==> src/rtl/ctrl_pkg.sv <==
// Shared types for the processor control unit: time-step encoding and opcode values.
package ctrl_pkg;

  typedef enum logic [1:0] {
    T0 = 2'd0,
    T1 = 2'd1,
    T2 = 2'd2,
    T3 = 2'd3
  } state_t;

  localparam int unsigned OP_MV   = 0;
  localparam int unsigned OP_MVI  = 1;
  localparam int unsigned OP_ADD  = 2;
  localparam int unsigned OP_SUB  = 3;
  localparam int unsigned OP_MVNZ = 4;
  localparam int unsigned OP_LD   = 5;
  localparam int unsigned OP_ST   = 6;

endpackage

==> src/rtl/onehot_dec.sv <==
// N-to-2**N one-hot decoder with enable; output is all zero when disabled.
module onehot_dec #(
  parameter int unsigned N = 3
) (
  input  logic            en,
  input  logic [N-1:0]    sel,
  output logic [2**N-1:0] dec
);

  always_comb begin
    dec = '0;
    if (en) dec[sel] = 1'b1;
  end

endmodule

==> src/rtl/ctrl_fsm_param.sv <==
// Multi-cycle control FSM (T0..T3) decoding IR = {op, X, Y} into datapath controls.
// Optional memory ld/st path enabled by defining CTRL_MEM_EN; otherwise those opcodes are NOPs.
module ctrl_fsm_param
  import ctrl_pkg::*;
#(
  parameter int unsigned REG_BITS = 3,
  parameter int unsigned OP_BITS  = 3,
  parameter int unsigned IW       = OP_BITS + 2 * REG_BITS,
  localparam int unsigned NREGS   = 2 ** REG_BITS
) (
  input  logic             Clock,
  input  logic             Resetn,
  input  logic             Run,
  input  logic [IW-1:0]    IRout,
  input  logic             Gnz,
  input  logic             mem_rdy,
  output logic             Done,
  output logic [NREGS-1:0] Rout,
  output logic [NREGS-1:0] Rin,
  output logic             Gout,
  output logic             DINout,
  output logic             IRin,
  output logic             Ain,
  output logic             Gin,
  output logic             AddSub,
  output logic             pc_inc,
  output logic             ADDRin,
  output logic             DOUTin,
  output logic             W_D
);

  state_t               state_q, state_d;
  logic [OP_BITS-1:0]   op;
  logic [REG_BITS-1:0]  x_sel, y_sel;
  logic [NREGS-1:0]     x_oh, y_oh;

  assign op    = IRout[IW-1 -: OP_BITS];
  assign x_sel = IRout[2*REG_BITS-1 -: REG_BITS];
  assign y_sel = IRout[REG_BITS-1:0];

`ifndef CTRL_MEM_EN
  logic unused_mem;
  assign unused_mem = mem_rdy;
`endif

  onehot_dec #(.N(REG_BITS)) u_x_dec (
    .en  (Resetn),
    .sel (x_sel),
    .dec (x_oh)
  );

  onehot_dec #(.N(REG_BITS)) u_y_dec (
    .en  (Resetn),
    .sel (y_sel),
    .dec (y_oh)
  );

  always_ff @(posedge Clock or negedge Resetn) begin
    if (!Resetn) state_q <= T0;
    else         state_q <= state_d;
  end

  always_comb begin
    state_d = T0;
    unique case (state_q)
      T0: state_d = Run ? T1 : T0;
      T1: state_d = Done ? T0 : T2;
      T2: begin
        state_d = Done ? T0 : T3;
`ifdef CTRL_MEM_EN
        // Load waits in T2 until the memory returns data.
        if (op == OP_BITS'(OP_LD) && !mem_rdy) state_d = T2;
`endif
      end
      T3: state_d = T0;
      default: state_d = T0;
    endcase
  end

  always_comb begin
    Done   = 1'b0;
    Rout   = '0;
    Rin    = '0;
    Gout   = 1'b0;
    DINout = 1'b0;
    IRin   = 1'b0;
    Ain    = 1'b0;
    Gin    = 1'b0;
    AddSub = 1'b0;
    pc_inc = 1'b0;
    ADDRin = 1'b0;
    DOUTin = 1'b0;
    W_D    = 1'b0;
    if (Resetn) begin
      unique case (state_q)
        T0: begin
          IRin   = Run;
          pc_inc = Run;
        end
        T1: begin
          case (op)
            OP_BITS'(OP_MV): begin
              Rout = y_oh;
              Rin  = x_oh;
              Done = 1'b1;
            end
            OP_BITS'(OP_MVI): begin
              DINout = 1'b1;
              Rin    = x_oh;
              pc_inc = 1'b1;
              Done   = 1'b1;
            end
            OP_BITS'(OP_ADD), OP_BITS'(OP_SUB): begin
              Rout = x_oh;
              Ain  = 1'b1;
            end
            OP_BITS'(OP_MVNZ): begin
              Rout = y_oh;
              Rin  = Gnz ? x_oh : '0;
              Done = 1'b1;
            end
`ifdef CTRL_MEM_EN
            OP_BITS'(OP_LD), OP_BITS'(OP_ST): begin
              Rout   = y_oh;
              ADDRin = 1'b1;
            end
`endif
            default: Done = 1'b1;
          endcase
        end
        T2: begin
          case (op)
            OP_BITS'(OP_ADD), OP_BITS'(OP_SUB): begin
              Rout   = y_oh;
              Gin    = 1'b1;
              AddSub = (op == OP_BITS'(OP_SUB));
            end
`ifdef CTRL_MEM_EN
            OP_BITS'(OP_ST): begin
              Rout   = x_oh;
              DOUTin = 1'b1;
              W_D    = 1'b1;
              Done   = 1'b1;
            end
`endif
            default: ;
          endcase
        end
        T3: begin
          case (op)
            OP_BITS'(OP_ADD), OP_BITS'(OP_SUB): begin
              Gout = 1'b1;
              Rin  = x_oh;
              Done = 1'b1;
            end
`ifdef CTRL_MEM_EN
            OP_BITS'(OP_LD): begin
              DINout = 1'b1;
              Rin    = x_oh;
              Done   = 1'b1;
            end
`endif
            default: ;
          endcase
        end
        default: ;
      endcase
    end
  end

endmodule

==> config.mk <==
export PLATFORM = sky130hd
export DESIGN_NAME = ctrl_fsm_param
export DESIGN_NICKNAME = d
export VERILOG_FILES = /design/src/rtl/ctrl_pkg.sv /design/src/rtl/onehot_dec.sv /design/src/rtl/ctrl_fsm_param.sv
export SDC_FILE = /design/constraint.sdc
export NUM_CORES = 1
export LEC_CHECK = 0
export CAP_MARGIN = 10
export CORE_MARGIN = 5
export CORE_UTILIZATION = 32
export CTS_CLUSTER_SIZE = 30
export DETAILED_ROUTE_END_ITERATION = 8
export GPL_TIMING_DRIVEN = 0
export HOLD_SLACK_MARGIN = 0.03
export PLACE_DENSITY = 0.79
export SKIP_CTS_REPAIR_TIMING = 1
export SLEW_MARGIN = 5
export SYNTH_ARGS = -nofsm -noshare
export SYNTH_HDL_FRONTEND = slang
export SYNTH_SLANG_ARGS = --single-unit
==> constraint.sdc <==
create_clock -name Clock -period 1.9 [get_ports Clock]
set_clock_uncertainty 0.2 [all_clocks]
set_input_delay 0.19 -clock Clock [delete_from_list [all_inputs] [get_ports Clock]]
set_output_delay 0.19 -clock Clock [all_outputs]
set_load 0.01 [all_outputs]
==> results.txt, run 1 <==
Avg Inst Size Synth -> 7.738 sq um
Final HPWL DP -> 1399 microns
Clock Tree Buf Depth -> 2
Worst Slack Setup Final -> -230.5 ps
Most frequent cells after synthesis -> a211oi_1 (8), inv_1 (6)
Setup CP Type -> flip-flop to output pin
Synth Warn # -> 0
Clk network pwr share -> 0.132
Most flops, register -> state_q
Initial antenna violation count -> 0
TNS Setup -> -2218 ps
Congestion Overflow GR -> 0
Maximum clock rate -> 0.4694 GHz
Worst-skew pair later-pin latency -> 230 ps
Die area -> 0.002465 sq mm
Placeable Area -> 0.001506 sq mm
P_sw -> 0.3388 mW
Fin crit period -> 2131 ps
Ant diodes -> 0
Crit-path max cell delay -> 390 ps
Flops & latches, synth -> 2
Worst-path clk slew -> 30 ps
CP max stage cell -> dfrtp_1
I/O pin count -> 41
EDFF count, synth -> 0
Pins Over Slew Limit -> 0
Top-count cell post-synth -> a211oi_1
Ys async rst share -> 1.000
Final worst-path cycle share -> 1.121
Fillers -> 115
Yosys top cell by area -> a211oi_1
WP data required -> 1510 ps
H-tree depth -> 1
Pre-CTS WS -> -630.2 ps
Netlist Area Pre-Place -> 503.0 sq um
Combinational Power Share -> 0.744
Worst path top cell family by delay -> compound AO/OA/AOI/OAI gates
Largest net degree at the start of global routing -> 11
Biggest regs -> state_q (2)
Crit-path cells -> buf_4 -> ha_4 -> nor4b_2 -> a31oi_1 -> o32ai_1 -> dlymetal6s2s_1
Overall Global Routing Usage -> 0.1363
Max reg flops -> 2
Clock sinks -> 2
Final RePlAce weighted congestion -> 0.8410
Arrival @ worst endpoint -> 1740 ps
Vias -> 714
Global-route wire length before repair -> 2753 microns
Final wirelength -> 2128 microns
Int Pwr -> 0.3855 mW
Worst setup EP type -> output pin
Sequential area share after synthesis -> 0.09950
Inserted Clock Buffers -> 3
Cell variety after synth -> 31
Final antenna-violating net count -> 0
Share of cells above drive strength 1 -> 0.5044
CP Max Fanout -> 6
Leakage Power -> 0.6133 nW
First drt pass iteration count -> 4
Primary FF master, synth -> dfrtp_1
Final nets -> 133
Layout area overhead -> 111.2%
Failing checks -> setup timing
Initial core utilization -> 0.3339
Power per cell area -> 681.8 mW/mm^2
Unrepaired setup endpoints after global routing -> true
First DRT Iteration DRCs -> 14
DIE HEIGHT -> 49.65 microns
Worst Path Buf+Inv -> 2
WL per Instance -> 16.50 microns
Vias in the first global route -> 636
Max VDD drop -> 0.6901 mV
Sw Ratio -> 0.4678
Syn Inst Count -> 65
Largest cells by area after synthesis -> a211oi_1 (12%), dfrtp_1 (10%), ha_1 (10%), o32ai_1 (7.0%), buf_4 (6.0%)
Top cell type's share of synthesized area -> 0.1194
CP Launch Type -> flip-flop
Vias per cell -> 5.535
Root Buffer -> clkbuf_4
Die W -> 49.65 microns
Endpoints failing setup -> 17
Min-Delay Path Class -> primary input to asynchronous set/reset pin
DR DRC count -> 0
# rows -> 14
Final hold violations -> 0
Max_cap viols -> 0
Port-buffer cells -> 36
Power share of the sequential group -> 0.124
CTS tree -> done
Outcome -> complete, but fails checks
through the flow:
| stage | utilization | cell area [sq um] | power [mW] | hold WS, ps | cells |
|---|---|---|---|---|---|
| 5_1_grt | 0.7052 | 1062 | 0.7726 | 177.7 | 129 |
| 4_1_cts | 0.6063 | 913.4 | 0.5624 | -65.17 | 122 |
| 3_3_place_gp | 0.5914 | 890.9 | 0.4513 | 175.9 | 119 |
| 6_report | 0.7052 | 1062 | 0.7243 | 142.3 | 129 |
| 2_1_floorplan | - | 510.5 | 0.3176 | -305.6 | 67 |
| 3_5_place_dp | 0.5914 | 890.9 | 0.4601 | 176.7 | 119 |
cell type report:
| class | count | area [sq um] | share of cell area |
|---|---|---|---|
| multi-input cells | 55 | 539.3 | 0.5077 |
| inverters | 6 | 22.52 | 0.02120 |
| flip-flops and latches | 2 | 50.05 | 0.04711 |
| plain buffers | 4 | 33.78 | 0.03180 |
| repair buffers | 43 | 374.1 | 0.3522 |
| well taps | 16 | 20.02 | 0.01885 |
| clock buffers | 3 | 22.52 | 0.02120 |
cells by family after synthesis:
group / after synthesis / share of synthesized area
AOI/OAI and AO/OA: 21 / 0.3209
adders and majority gates: 4 / 0.09951
buffers and inverters: 10 / 0.1045
DFF: 2 / 0.09951
other: 1 / 0.007456
and+or+nand+nor: 27 / 0.3682
power by group through the flow:
stage | clock network, mW | registers, mW | logic, mW
after floorplan | 0 | 0.0788 | 0.239
after global placement | 0 | 0.0807 | 0.371
after detailed placement | 0 | 0.0827 | 0.377
after CTS | 0.0972 | 0.0825 | 0.383
after global routing | 0.104 | 0.0913 | 0.577
final | 0.0957 | 0.0900 | 0.539
metal layers:
layer | vias up | share of wire | GRT usage
met2 | 26 | 0.50 | 0.2182
li1 | 348 | - | -
met3 | 2 | 0.057 | 0.03614
met5 | - | 0 | 0
met4 | 0 | 0.0094 | 0.06550
met1 | 338 | 0.43 | 0.1661
cell usage in the layout, fill, tap and decap left out, drive strengths merged, types with 2 or more instances in the layout:
master         netlist  final
nand4b               2      2
clkdlybuf4s50        0      9
inv                  6      6
o21ai                2      2
and3                 2      2
dlymetal6s2s         0     11
dfrtp                2      2
ha                   4      4
nand2                3      3
or2                  2      2
buf                  4     20
nor2b                2      2
a211oi               8      8
nand2b               3      3
nand3                3      3
conb                 1      3
o32ai                4      4
clkbuf               0      9
a31oi                2      2
o22ai                4      4
path summary, 6_finish.rpt:
check	from	to	slack [ps]	depth (start not counted)
worst min register to register	state_q[0]	state_q[1]	600	3
worst max register to register	state_q[0]	state_q[0]	390	6
min in group Clock	Resetn	state_q[1]	350	5
worst min-delay path	Resetn	state_q[1]	140	2
max in group asynchronous	Resetn	state_q[0]	1220	2
worst max-delay path	state_q[0]	Rout[0]	-230	6
Note: power is estimated with default switching activity, not from simulation.
==> run 2: changes to the inputs <==
- CAP_MARGIN: 10 -> 40
==> results of run 2 <==
The final DEF is identical to that of run 1; final timing and power are the same.
